## src/rtl/music_pkg.sv

```systemverilog
// Shared types and constants for the note-playback controller.
//   ctrl_state_t  : controller FSM states
//   MEM_DEPTH     : note memory entries
//   ADDR_W        : note memory address width
//   COUNT_W       : width of a stored-note count (0..MEM_DEPTH)
//   KEY_*         : bit positions of the keys in the edge-detector vector
package music_pkg;

  localparam int unsigned MEM_DEPTH = 16;
  localparam int unsigned ADDR_W    = 4;
  localparam int unsigned COUNT_W   = $clog2(MEM_DEPTH + 1);

  localparam int unsigned KEY_RECORD = 0;
  localparam int unsigned KEY_PLAY   = 1;
  localparam int unsigned KEY_STOP   = 2;
  localparam int unsigned KEY_CLEAR  = 3;

  typedef enum logic [2:0] {
    StIdle,
    StRecWr,
    StRecGap,
    StClr,
    StPlayAddr,
    StPlayWait,
    StPlayShow,
    StPlayHold
  } ctrl_state_t;

  function automatic logic is_play_state(input ctrl_state_t s);
    return s inside {StPlayAddr, StPlayWait, StPlayShow, StPlayHold};
  endfunction

endpackage

```

## src/rtl/key_edge_detect.sv

```systemverilog
// Rising-edge detector for a vector of level inputs.
//   clk_i  : system clock
//   rst_i  : asynchronous active-high reset
//   key_i  : level inputs (already debounced)
//   rise_o : one-cycle pulse per bit on a 0->1 transition
module key_edge_detect #(
  parameter int unsigned Width = 4
) (
  input  logic             clk_i,
  input  logic             rst_i,
  input  logic [Width-1:0] key_i,
  output logic [Width-1:0] rise_o
);

  logic [Width-1:0] prev_q;

  always_ff @(posedge clk_i or posedge rst_i) begin
    if (rst_i) begin
      prev_q <= '0;
    end else begin
      prev_q <= key_i;
    end
  end

  assign rise_o = key_i & ~prev_q;

endmodule

```

## src/rtl/playback_controller.sv

```systemverilog
// Control FSM for the note datapath: records notes, plays them back at a fixed
// tempo and sequences the VGA clear.
// Optional feature: define PLAYBACK_LOOP_EN to repeat the song until stop/clear.
//   clk, reset      : clock, asynchronous active-high reset
//   key_*           : level keys, acted on at rising edges (clear > stop > play > record)
//   dp_reset_n      : one-cycle low pulse rewinding the datapath write address
//   ld_note         : one-cycle write request
//   ld_play/playing : high in every play state
//   note_counter    : playback read address
//   display_note    : one-cycle draw strobe once read data is valid
//   clear           : VGA clear request, CLEAR_CYCLES long
//   note_count      : stored notes 0..16, rec_full when 16
module playback_controller
  import music_pkg::*;
#(
  parameter int unsigned NOTE_TICKS   = 25000000,
  parameter int unsigned CLEAR_CYCLES = 19200,
  parameter int unsigned RD_LAT       = 2
) (
  input  logic               clk,
  input  logic               reset,
  input  logic               key_record,
  input  logic               key_play,
  input  logic               key_stop,
  input  logic               key_clear,
  output logic               dp_reset_n,
  output logic               ld_note,
  output logic               ld_play,
  output logic [ADDR_W-1:0]  note_counter,
  output logic               display_note,
  output logic               clear,
  output logic [COUNT_W-1:0] note_count,
  output logic               rec_full,
  output logic               playing
);

  localparam int unsigned      TickW       = (NOTE_TICKS > 1) ? $clog2(NOTE_TICKS) : 1;
  localparam logic [TickW-1:0] TickLast    = TickW'(NOTE_TICKS - 1);
  localparam logic [TickW-1:0] TickWaitEnd = TickW'(RD_LAT);
  localparam int unsigned      ClrW        = $clog2(CLEAR_CYCLES + 1);
  localparam logic [ClrW-1:0]  ClrLast     = ClrW'(CLEAR_CYCLES - 1);

  ctrl_state_t        state_q, state_d, after_note;
  logic [ADDR_W-1:0]  note_counter_q, note_counter_d;
  logic [COUNT_W-1:0] note_count_q, note_count_d;
  logic [COUNT_W-1:0] step_q, step_d;
  logic [TickW-1:0]   tick_q, tick_d;
  logic [ClrW-1:0]    clr_q, clr_d;

  logic [3:0] key_rise;
  logic       rec_e, play_e, stop_e, clr_e;
  logic       full, note_done, song_end;

  key_edge_detect #(
    .Width(4)
  ) u_key_edge (
    .clk_i (clk),
    .rst_i (reset),
    .key_i ({key_clear, key_stop, key_play, key_record}),
    .rise_o(key_rise)
  );

  assign rec_e  = key_rise[KEY_RECORD];
  assign play_e = key_rise[KEY_PLAY];
  assign stop_e = key_rise[KEY_STOP];
  assign clr_e  = key_rise[KEY_CLEAR];

  assign full      = (note_count_q == COUNT_W'(MEM_DEPTH));
  // tick_q counts from 0 in PLAY_ADDR, so the note spans exactly NOTE_TICKS cycles.
  assign note_done = (tick_q == TickLast);
  assign song_end  = (step_q >= note_count_q);

  always_comb begin
`ifdef PLAYBACK_LOOP_EN
    after_note = StPlayAddr;
`else
    after_note = song_end ? StIdle : StPlayAddr;
`endif
  end

  // State register
  always_ff @(posedge clk or posedge reset) begin
    if (reset) begin
      state_q <= StIdle;
    end else begin
      state_q <= state_d;
    end
  end

  // Next-state logic
  always_comb begin
    state_d = state_q;
    if (clr_e && state_q != StClr) begin
      state_d = StClr;
    end else if (stop_e && state_q != StClr) begin
      // In idle a stop edge simply swallows any lower-priority edge.
      state_d = StIdle;
    end else begin
      unique case (state_q)
        StIdle: begin
          if (play_e) begin
            if (note_count_q != '0) state_d = StPlayAddr;
          end else if (rec_e && !full) begin
            state_d = StRecWr;
          end
        end
        StRecWr:    state_d = StRecGap;
        StRecGap:   state_d = StIdle;
        StClr:      if (clr_q == ClrLast) state_d = StIdle;
        StPlayAddr: state_d = StPlayWait;
        StPlayWait: if (tick_q == TickWaitEnd) state_d = StPlayShow;
        // Only reachable with note_done when NOTE_TICKS is at its minimum.
        StPlayShow: state_d = note_done ? after_note : StPlayHold;
        StPlayHold: if (note_done) state_d = after_note;
        default:    state_d = StIdle;
      endcase
    end
  end

  // Datapath registers: addresses, counts and timers
  always_comb begin
    note_counter_d = note_counter_q;
    note_count_d   = note_count_q;
    step_d         = step_q;
    tick_d         = tick_q + 1'b1;
    clr_d          = clr_q + 1'b1;

    // A write already issued counts even if stop arrives in the same cycle.
    if (state_q == StRecWr && !full) note_count_d = note_count_q + 1'b1;

    if (state_q == StPlayAddr) begin
      note_counter_d = note_counter_q + 1'b1;
      step_d         = step_q + 1'b1;
    end

    if (state_d == StPlayAddr) begin
      tick_d = '0;
      // Fresh start or loop restart: first address read is then 1.
      if (state_q == StIdle || song_end) begin
        note_counter_d = '0;
        step_d         = '0;
      end
    end

    if (state_d == StClr && state_q != StClr) begin
      note_count_d = '0;
      clr_d        = '0;
    end

    if (!is_play_state(state_d)) begin
      note_counter_d = '0;
      step_d         = '0;
    end
  end

  always_ff @(posedge clk or posedge reset) begin
    if (reset) begin
      note_counter_q <= '0;
      note_count_q   <= '0;
      step_q         <= '0;
      tick_q         <= '0;
      clr_q          <= '0;
    end else begin
      note_counter_q <= note_counter_d;
      note_count_q   <= note_count_d;
      step_q         <= step_d;
      tick_q         <= tick_d;
      clr_q          <= clr_d;
    end
  end

  // Outputs
  always_comb begin
    ld_note      = (state_q == StRecWr);
    dp_reset_n   = !(state_q == StClr && clr_q == '0);
    clear        = (state_q == StClr);
    playing      = is_play_state(state_q);
    ld_play      = playing;
    display_note = (state_q == StPlayShow);
    note_counter = note_counter_q;
    note_count   = note_count_q;
    rec_full     = full;
  end

endmodule

```

## config.mk

```make
export PLATFORM = sky130hd
export DESIGN_NAME = playback_controller
export DESIGN_NICKNAME = d
export VERILOG_FILES = /design/src/rtl/music_pkg.sv /design/src/rtl/key_edge_detect.sv /design/src/rtl/playback_controller.sv
export SDC_FILE = /design/constraint.sdc
export NUM_CORES = 1
export LEC_CHECK = 0
export BUFFER_PORTS_ARGS = -buffer_cell sky130_fd_sc_hd__buf_4
export CAP_MARGIN = 15
export CORE_ASPECT_RATIO = 0.75
export CORE_MARGIN = 3
export CORE_UTILIZATION = 54
export DETAILED_ROUTE_END_ITERATION = 8
export GPL_TIMING_DRIVEN = 0
export HOLD_SLACK_MARGIN = 0.02
export PLACE_DENSITY = 0.8
export RECOVER_POWER = 25
export SLEW_MARGIN = 10
export SYNTH_ARGS = -nofsm -noshare
export SYNTH_HDL_FRONTEND = slang
export SYNTH_SLANG_ARGS = --single-unit
```

## constraint.sdc

```tcl
create_clock -name clk -period 2.6 [get_ports clk]
set_input_delay 0.26 -clock clk [delete_from_list [all_inputs] [get_ports clk]]
set_output_delay 0.26 -clock clk [all_outputs]
set_load 0.02 [all_outputs]
```

=== Word level (Yosys, flattened, before mapping) ===
Cells that the tools add are included.

* Output and inout bits: 16
* Register bits after elaboration: 61

* Equality and inequality tests: 17
* Magnitude comparators: 1
* Add/subtract/negate cells: 5
* Muxes and demuxes: 23
* Reductions and logical operators: 15
* Bitwise gates (word level): 2

{| class="wikitable"
|+ Operators by type and width
! cell !! number
|-
| 3-bit 2-to-1 mux || 10
|-
| 5-bit 2-to-1 mux || 6
|-
| 25-bit by 1-bit adder with 25-bit output (second input constant) || 1
|-
| 25-bit by 2-bit equality test with 1-bit output (second input constant) || 1
|-
| 25-bit equality test (second input constant) || 1
|-
| 25-bit 2-to-1 mux || 1
|-
| 3-bit equality test (second input constant) || 8
|-
| 3-bit one-hot mux with 8 select lines || 1
|-
| 4-bit 2-to-1 mux || 4
|-
| 15-bit by 1-bit adder with 15-bit output (second input constant) || 1
|-
| 15-bit equality test (second input constant) || 1
|-
| 15-bit zero test || 1
|-
| 15-bit 2-to-1 mux || 1
|-
| 5-bit by 1-bit adder with 5-bit output (second input constant) || 2
|-
| 3-bit by 2-bit equality test with 1-bit output (second input constant) || 3
|-
| 4-bit nonzero test || 2
|-
| 1-bit logical AND || 6
|-
| 5-bit equality test (second input constant) || 1
|-
| 5-bit greater-or-equal comparator || 1
|-
| 5-bit nonzero test || 1
|-
| 4-bit by 1-bit adder with 4-bit output (second input constant) || 1
|-
| 4-bit bitwise AND || 1
|-
| 4-bit NOT || 1
|-
| 3-bit by 1-bit equality test with 1-bit output (second input constant) || 1
|-
| other kinds (5) || 6
|}

=== Depth between registers and ports, before layout ===
Gate-level depths: netlist (run 1).

* Depth after elaboration: 11
* Gate-level depth with buffers: 9
* Depth with buffers taken out: 8

=== Modules after synthesis ===
From an unflattened synthesis (run 1), not the netlist that was laid out.

* Cell total of the unflattened synthesis: 329
* Area total of the unflattened synthesis: 3326.9 µm²

{| class="wikitable"
|+ By module, submodules not included
! module !! area an instance (µm²) !! cells an instance !! times used
|-
| playback_controller || 3168.0 || 320 || 1
|-
| key_edge_detect || 158.9 || 9 || 1
|}

=== Worst setup path after synthesis (run 1) ===
No wires, ideal clock.

* Path type: flip-flop to flip-flop
* Start point: register clr_q[0]
* End point: register tick_q[10]
* Slack: 0.330 ns
* Stages on the path, launching flop included: 8
* Data arrival time: 2.133 ns
* Data required time: 2.463 ns
* Library setup time: 0.137 ns
* Clock period less this slack: 2.270 ns
* Cells stage by stage: dfrtp_1 -> ha_1 -> nand3_2 -> nor3_2 -> a31oi_1 -> o41ai_4 -> buf_6 -> a31oi_2

* Cells in the longest elaborated chain, start to end: 7

{| class="wikitable"
|+ RTL lines
! item !! RTL line !! RTL
|-
| start, declared || playback_controller.sv:48 || <nowiki>logic [ClrW-1:0] clr_q, clr_d;</nowiki>
|-
| start signal, assigned || playback_controller.sv:168 || <nowiki>clr_q <= clr_d;</nowiki>
|-
| 15-bit equality test || playback_controller.sv:109 || <nowiki>StClr: if (clr_q == ClrLast) state_d = StIdle;</nowiki>
|-
| 3-bit 2-to-1 mux || playback_controller.sv:109 ||
|-
| 3-bit one-hot mux with 8 select lines || playback_controller.sv:99 || <nowiki>unique case (state_q)</nowiki>
|-
| 3-bit 2-to-1 mux || playback_controller.sv:95 || <nowiki>end else if (stop_e && state_q != StClr) begin</nowiki>
|-
| 3-bit 2-to-1 mux || playback_controller.sv:93 || <nowiki>if (clr_e && state_q != StClr) begin</nowiki>
|-
| 3-bit equality test || playback_controller.sv:136 || <nowiki>if (state_d == StPlayAddr) begin</nowiki>
|-
| 25-bit 2-to-1 mux || playback_controller.sv:136 ||
|-
| net tick_d[10] || playback_controller.sv:47 || <nowiki>logic [TickW-1:0] tick_q, tick_d;</nowiki>
|-
| end signal, assigned || playback_controller.sv:167 || <nowiki>tick_q <= tick_d;</nowiki>
|-
| end, declared || playback_controller.sv:47 ||
|}

The timed path passes the listed nets, and every way through them passes these cells.
A chain may end at the register's enable or synchronous reset.

=== Final worst setup path (run 1) ===
* Start point: register tick_q[15]
* End point: register tick_q[19]

* Cells in the longest elaborated chain, start to end: 7
* Elaborated cells between the ends (all ways): 11

{| class="wikitable"
|+ RTL lines
! item !! RTL line !! RTL
|-
| 25-bit equality test / 25-bit by 2-bit equality test with 1-bit output (equally long branches) || playback_controller.sv:70, playback_controller.sv:111 ||
|-
| 3-bit 2-to-1 mux (on tied branches) || playback_controller.sv:114, playback_controller.sv:111, playback_controller.sv:113 ||
|-
| 3-bit one-hot mux with 8 select lines * || playback_controller.sv:99 ||
|-
| 3-bit 2-to-1 mux * || playback_controller.sv:95 ||
|-
| 3-bit 2-to-1 mux * || playback_controller.sv:93 ||
|-
| net state_d[2] || playback_controller.sv:43 || <nowiki>ctrl_state_t state_q, state_d, after_note;</nowiki>
|-
| 3-bit equality test * || playback_controller.sv:136 ||
|-
| 25-bit 2-to-1 mux * || playback_controller.sv:136 ||
|-
| net tick_d[19] || playback_controller.sv:47 ||
|}

Mark *: on every way through the listed nets, which the timed path passes. The rest lies on a longest branch.

==> results.tsv, run 1 <==
stage	metric	value	unit
status	status	complete, but fails checks	
status	failing checks	capacitance limit, slew limit	
clock_network	number of H-tree levels	3	
clock_network	CTS root buf	clkbuf_8	
floorplanning	Die Wd	99.8	um
grt	grt ovf	0	
timing	period utilization	0.956	
timing	RSZ-0062 raised after global routing	false	
clock_network	Clock Sink Count	61	
worst_setup_path	CP Data Required Time	2.87	ns
placement	dpl hpwl	5220	um
placement	GP Congestion	0.906	
placement	Post-DP Area	0.00382	mm^2
timing	Max Slew Vio Count	62	
logic_synthesis	synthesized area	0.00356	mm^2
grt	global-route wire length before repair	13000	um
worst_setup_path	CP cell instances	or4_1 > nor4_1 > nand4_1 > o21ai_4 > inv_4 > buf_6 > a31oi_2	
cells_and_area	filler cell count	473	
cells_and_area	nets	400	
detailed_routing	ANT nets after route	0	
cells_and_area	area of the multi-input gates	0.00189	mm^2
floorplanning	Die Y	76.4	um
timing	worst slew pin tran	2.34	ns
timing	setup TNS	0	ns
floorplanning	die area	0.00762	mm^2
logic_synthesis	Synth warnings	0	
detailed_routing	overall routed net length	7720	um
detailed_routing	Residual DRC	0	
power_and_ir_drop	pwr/cell area	872	mW/mm^2
detailed_routing	WL/cell	16.6	um
power_and_ir_drop	internal power	2.13	mW
timing	Max Clock Skew	0.0100	ns
worst_setup_path	Startpoint Class	flop	
timing	Fin. Hold Viols	0	
logic_synthesis	synthesized area per cell	10.5	um^2
timing	shortest period the worst path allows	2.48	ns
clock_network	Clock Path Buffers	2	
power_and_ir_drop	switching share of power	0.406	
clock_network	clk slew on worst S/H paths	0.07	ns
worst_setup_path	largest stage delay on the critical path	0.61	ns
logic_synthesis	main flop type after synthesis	dfrtp_1	
timing	worst rel slew slack	-0.563	
logic_synthesis	Yosys cell types	49	
logic_synthesis	area leader, netlist	dfrtp_1	
timing	Final Setup Violations	0	
cells_and_area	commonest cells after routing, fill and taps aside	dfrtp_1 (61), nor2_1 (30), xor2_1 (30)	
job	max-cap violations	1	
worst_setup_path	critical path arrival	2.75	ns
worst_setup_path	maximum fanout along the worst path	10	
grt	largest net degree at the start of global routing	62	
cells_and_area	FF+latch area	0.00153	mm^2
hold_path	worst hold path type	in2reg	
floorplanning	Initial Util	0.585	
logic_synthesis	top post-synthesis cells by area	dfrtp_1 (43%), xor2_1 (7.4%), a31oi_2 (6.7%), ha_1 (4.6%), xnor2_1 (4.2%)	
placement	IO buf count	21	
logic_synthesis	post-synthesis sequential area ratio	0.428	
clock_network	Worst-Skew Late Latency	0.35	ns
logic_synthesis	synthesized flop and latch total	61	
detailed_routing	drt via density	5.89	
detailed_routing	vias	2735	
worst_setup_path	WS Path Type	reg2reg	
clock_network	CTS buffer count	9	
logic_synthesis	asr flop ratio synth	1.00	
grt	GRT Util Overall	0.212	
logic_synthesis	post-synthesis cell count	339	
floorplanning	Core ar.	0.00610	mm^2
cells_and_area	share of cells above drive strength 1	0.223	
power_and_ir_drop	Combinational Power Share	0.423	
cells_and_area	synthesis-to-layout area growth	15.6	%
logic_synthesis	Net Count, Synth	358	
detailed_routing	DRT iter0 DRCs	218	
cells_and_area	Final Cell Area	0.00412	mm^2
power_and_ir_drop	Peak VDD IR	0.475	mV
logic_synthesis	area share of the largest cell type after synthesis	0.428	
cells_and_area	most common cell after layout, fill and taps aside	dfrtp_1	
timing	FMAX	402	MHz
worst_setup_path	Critical Path Sink Type	flop	
floorplanning	Boundary Pins	22	
grt	number of global-route vias before repair	2620	
power_and_ir_drop	Seq pwr share	0.338	
detailed_routing	DRT Pass-1 Iters	4	
power_and_ir_drop	clock share of power	0.240	
floorplanning	num rows	24	
grt	initial antenna violation count	0	
clock_network	CTS tree	built	
logic_synthesis	Post-synth EDFFs	0	
power_and_ir_drop	Leak	1.76	nW
power_and_ir_drop	P_sw	1.46	mW
cells_and_area	Antenna Cells	0	
worst_setup_path	crit path max-delay cell type	or4_1	
[metal layers]
metal	vias to the layer above	GRT usage	wire, um	share of wire
li1	1313	-	-	-
met1	1347	0.317	3810	0.49
met2	66	0.304	3450	0.45
met3	9	0.0604	387	0.050
met4	0	0.0450	70	0.0091
met5	-	0	0	0
[synthesized netlist by cell type (4+ instances only)]
master	instances
ha_1	13
nor2b_1	4
nor3_1	5
dfrtp_1	61
buf_6	5
xor2_1	30
clkbuf_1	7
nand2_1	22
nor2_1	30
a31oi_1	8
a31oi_2	19
and3_1	8
nand4_1	17
xnor2_1	17
nor4_1	7
nand3_1	14
a211oi_1	11
and2_1	5
inv_1	13
[cell type report]
class | instances | area share
multi-input combinational | 248 | 0.460
timing repair buffer | 31 | 0.0574
buffer | 16 | 0.0261
sequential | 61 | 0.371
clock buffer | 10 | 0.0334
clock inverter | 6 | 0.0152
inverter | 14 | 0.0134
tap | 78 | 0.0237
[path summary, 6_finish.rpt]
check / slack, ns / from / to / cells past startpoint
worst max register to register: 0.12 / tick_q[15] / tick_q[19] / 7
worst max-delay path: 0.12 / tick_q[15] / tick_q[19] / 7
min in group asynchronous: 0.73 / reset / clr_q[10] / 2
max in group asynchronous: 0.53 / reset / tick_q[1] / 2
worst min-delay path: 0.06 / key_clear / u_key_edge.prev_q[3] / 1
worst min register to register: 0.51 / tick_q[0] / tick_q[0] / 1
[power by group through the flow]
stage | combinational, mW | clock [mW] | sequential, mW
final | 1.52 | 0.861 | 1.21
after global routing | 1.67 | 0.916 | 1.23
after CTS | 1.46 | 0.877 | 1.21
after detailed placement | 1.39 | 0 | 1.23
after global placement | 1.35 | 0 | 1.22
after floorplan | 1.06 | 0 | 1.21
[metrics by stage]
stage	instances	total power, mW	utilization	worst slack (ns)	hold slack [ns]
floorplan	339	2.28	-	0.330	0.291
global placement	438	2.57	0.626	-0.0806	0.378
detailed placement	438	2.61	0.627	-0.131	0.383
CTS	458	3.54	0.668	0.00215	0.0210
global route	464	3.82	0.675	0.00357	0.0512
finish	464	3.59	0.675	0.115	0.0612
[flip-flops by register name (all words and copies together), names as in the netlist]
name and count:
step_q 5, note_count 5, state_q 3, u_key_edge.prev_q 4, tick_q 25, note_counter 4, clr_q 15
[logic make-up after synthesis]
family / Yosys count / share of synthesized area
compound gates: 52 / 0.150
fa+ha+maj: 13 / 0.0456
xor+xnor: 47 / 0.116
buf+inv: 30 / 0.0456
flops: 61 / 0.428
mux: 3 / 0.00843
simple gates: 133 / 0.206
[repair_timing]
item                                    4_1_cts  5_1_grt
hold buffers                                  2        1
resized for setup                             2        1
pin swaps                                     1        3
hold endpoints to repair                      2        1
endpoints found under the setup margin       40       28
buffers inserted                              2        5
[critical path: cells and delay by family, from the launching register on]
family / cells / cell delay [ns]
AOI/OAI and AO/OA: 2 / 0.47
buffers and inverters: 2 / 0.25
DFF: 1 / 0.42
and+or+nand+nor: 3 / 1.25
Note: power is estimated with default switching activity, not from simulation.
==> run 2, diff against run 1 <==
--- a/config.mk
+++ b/config.mk
@@ -12,2 +12,3 @@
 export CORE_UTILIZATION = 54
+export CTS_BUF_LIST = sky130_fd_sc_hd__clkbuf_2
 export DETAILED_ROUTE_END_ITERATION = 8
==> constraint.sdc (replaced) <==
create_clock -name clk -period 2.6 [get_ports clk]
set_input_delay 0.52 -clock clk [delete_from_list [all_inputs] [get_ports clk]]
set_output_delay 0.52 -clock clk [all_outputs]
set_load 0.02 [all_outputs]
==> results.tsv, run 2 (synthesis gave the netlist of run 1 again) <==
stage	metric	value	unit
status	status	complete, but fails checks	
status	failing checks	capacitance limit, slew limit	
cells_and_area	commonest cells after routing, fill and taps aside	dfrtp_1 (61), nor2_1 (30), xor2_1 (30)	
power_and_ir_drop	pwr/cell area	824	mW/mm^2
power_and_ir_drop	internal power	1.87	mW
detailed_routing	DRT Pass-1 Iters	5	
worst_setup_path	worst r2r src	tick_q[17]	
clock_network	CTS root buf	clkbuf_2	
floorplanning	Boundary Pins	22	
detailed_routing	ANT nets after route	0	
hold_path	worst hold path type	in2reg	
timing	worst slew pin tran	2.34	ns
timing	RSZ-0062 raised after global routing	true	
power_and_ir_drop	Leak	1.71	nW
cells_and_area	Largest register FFs	25	
placement	GP Congestion	0.906	
timing	shortest period the worst path allows	2.56	ns
clock_network	Clock Path Buffers	2	
cells_and_area	Biggest register	tick_q	
timing	Setup WS post-layout	0.0360	ns
worst_setup_path	Worst Setup EP	dp_reset_n	
clock_network	number of H-tree levels	3	
placement	placed instance count	438	
clock_network	Clock Sink Count	61	
cells_and_area	Antenna Cells	0	
detailed_routing	DRT iter0 DRCs	246	
grt	grt ovf	0	
placement	Post-DP Area	0.00382	mm^2
cells_and_area	nets	396	
placement	IO buf count	21	
worst_setup_path	CP Data Required Time	2.08	ns
detailed_routing	WL/cell	16.7	um
floorplanning	Core ar.	0.00610	mm^2
worst_setup_path	maximum fanout along the worst path	5	
clock_network	clk slew on worst S/H paths	0.19	ns
floorplanning	Die Y	76.4	um
timing	Fin. Hold Viols	0	
detailed_routing	vias	2732	
worst_setup_path	Crit path buffers/inverters	2	
clock_network	CTS tree	built	
timing	period utilization	0.986	
floorplanning	Initial Util	0.585	
cells_and_area	Final Cell Area	0.00401	mm^2
placement	pre-CTS setup slack	-0.131	ns
worst_setup_path	largest stage delay on the critical path	0.48	ns
grt	global-route wire length before repair	13000	um
timing	Max Slew Vio Count	62	
clock_network	Worst-Skew Late Latency	0.50	ns
cells_and_area	Util after Layout	0.658	
timing	worst rel slew slack	-0.564	
timing	FMAX	390	MHz
worst_setup_path	R2R depth	7	
cells_and_area	synthesis-to-layout area growth	12.6	%
worst_setup_path	worst setup path startpoint	clr_q[0]	
worst_setup_path	Startpoint Class	flop	
power_and_ir_drop	Peak VDD IR	0.494	mV
worst_setup_path	family with the most delay on the worst path	simple AND/OR/NAND/NOR gates	
timing	Final Setup Violations	0	
clock_network	Hold Buf Count CTS	0	
power_and_ir_drop	Combinational Power Share	0.457	
power_and_ir_drop	switching share of power	0.433	
hold_path	Hold Path Origin	key_record	
grt	initial antenna violation count	0	
timing	Max Clock Skew	0.0293	ns
power_and_ir_drop	P_sw	1.43	mW
power_and_ir_drop	Seq pwr share	0.367	
worst_setup_path	R2R Setup Slk	0.15	ns
detailed_routing	overall routed net length	7660	um
worst_setup_path	critical path arrival	2.04	ns
placement	dpl hpwl	5220	um
cells_and_area	final std cells w/o fill	460	
detailed_routing	Residual DRC	0	
detailed_routing	drt via density	5.94	
worst_setup_path	R2R Path End	tick_q[19]	
worst_setup_path	Critical Path Sink Type	primary output	
floorplanning	num rows	24	
floorplanning	Die Wd	99.8	um
grt	GRT Util Overall	0.212	
timing	setup TNS	0	ns
worst_setup_path	WS Path Type	reg2out	
grt	largest net degree at the start of global routing	62	
worst_setup_path	crit path max-delay cell type	or4b_4	
power_and_ir_drop	clock share of power	0.176	
job	max-cap violations	1	
cells_and_area	share of cells above drive strength 1	0.223	
grt	number of global-route vias before repair	2674	
worst_setup_path	CP cell instances	inv_1 > ha_1 > or4b_4 > nor3_4 > nand4_1 > buf_4	
worst_setup_path	Crit path depth	6	
floorplanning	die area	0.00762	mm^2
cells_and_area	most common cell after layout, fill and taps aside	dfrtp_1	
cells_and_area	Largest regs	tick_q (25), clr_q (15)	
clock_network	CTS buffer count	9	
cells_and_area	filler cell count	485	
==> run 2: how the worst min path moves through the flow <==
stage | endpoint | slack (ns) | cells past startpoint
5_1_grt | u_key_edge.prev_q[1] | 0.09 | 1
2_1_floorplan | tick_q[0] | 0.45 | 1
4_1_cts | u_key_edge.prev_q[1] | 0.10 | 1
6_report | u_key_edge.prev_q[0] | 0.14 | 1
3_5_place_dp | tick_q[0] | 0.49 | 1
3_3_place_gp | tick_q[0] | 0.47 | 1
==> run 2: through the flow <==
step	power [mW]	hold slack, ns
global placement	2.57	0.471
CTS	3.27	0.101
finish	3.30	0.142
global route	3.53	0.0852
detailed placement	2.61	0.488
floorplan	2.28	0.449
==> run 2: repair_timing <==
item / CTS / global route
pin swaps: 3 / 4
gates resized for setup: 5 / 3
endpoints found under the setup margin: 41 / 29
buffers inserted: 2 / 4
endpoints found under the hold margin: 0 / 0
==> run 2: worst register-to-register path: stages, from the launching register on <==
cell and delay, ns:
dfrtp_1 0.44, or4_1 0.64, nor4_2 0.34, nand4_1 0.23
o21ai_4 0.29, inv_4 0.09, buf_6 0.17, a31oi_2 0.18
==> run 2: metal layers <==
metal  GRT usage  share of wire
met1       0.316           0.50
met2       0.296           0.44
met3      0.0549          0.051
met4      0.0709          0.014
met5           0              0
==> run 2: cell type report <==
class	instances	area [um^2]	area share
Sequential cell	61	1530	0.381
Clock buffer	9	45.0	0.0112
Tap cell	78	97.6	0.0243
Multi-Input combinational cell	248	1920	0.478
Inverter	14	55.1	0.0137
Buffer	16	110	0.0274
Timing Repair Buffer	27	195	0.0487
Clock inverter	7	66.3	0.0165
==> run 2: power by group through the flow <==
stage	clock, mW	sequential (mW)	combinational (mW)
5_1_grt	0.637	1.24	1.66
2_1_floorplan	0	1.21	1.06
6_report	0.582	1.21	1.51
4_1_cts	0.598	1.21	1.46
3_3_place_gp	0	1.22	1.35
3_5_place_dp	0	1.23	1.39
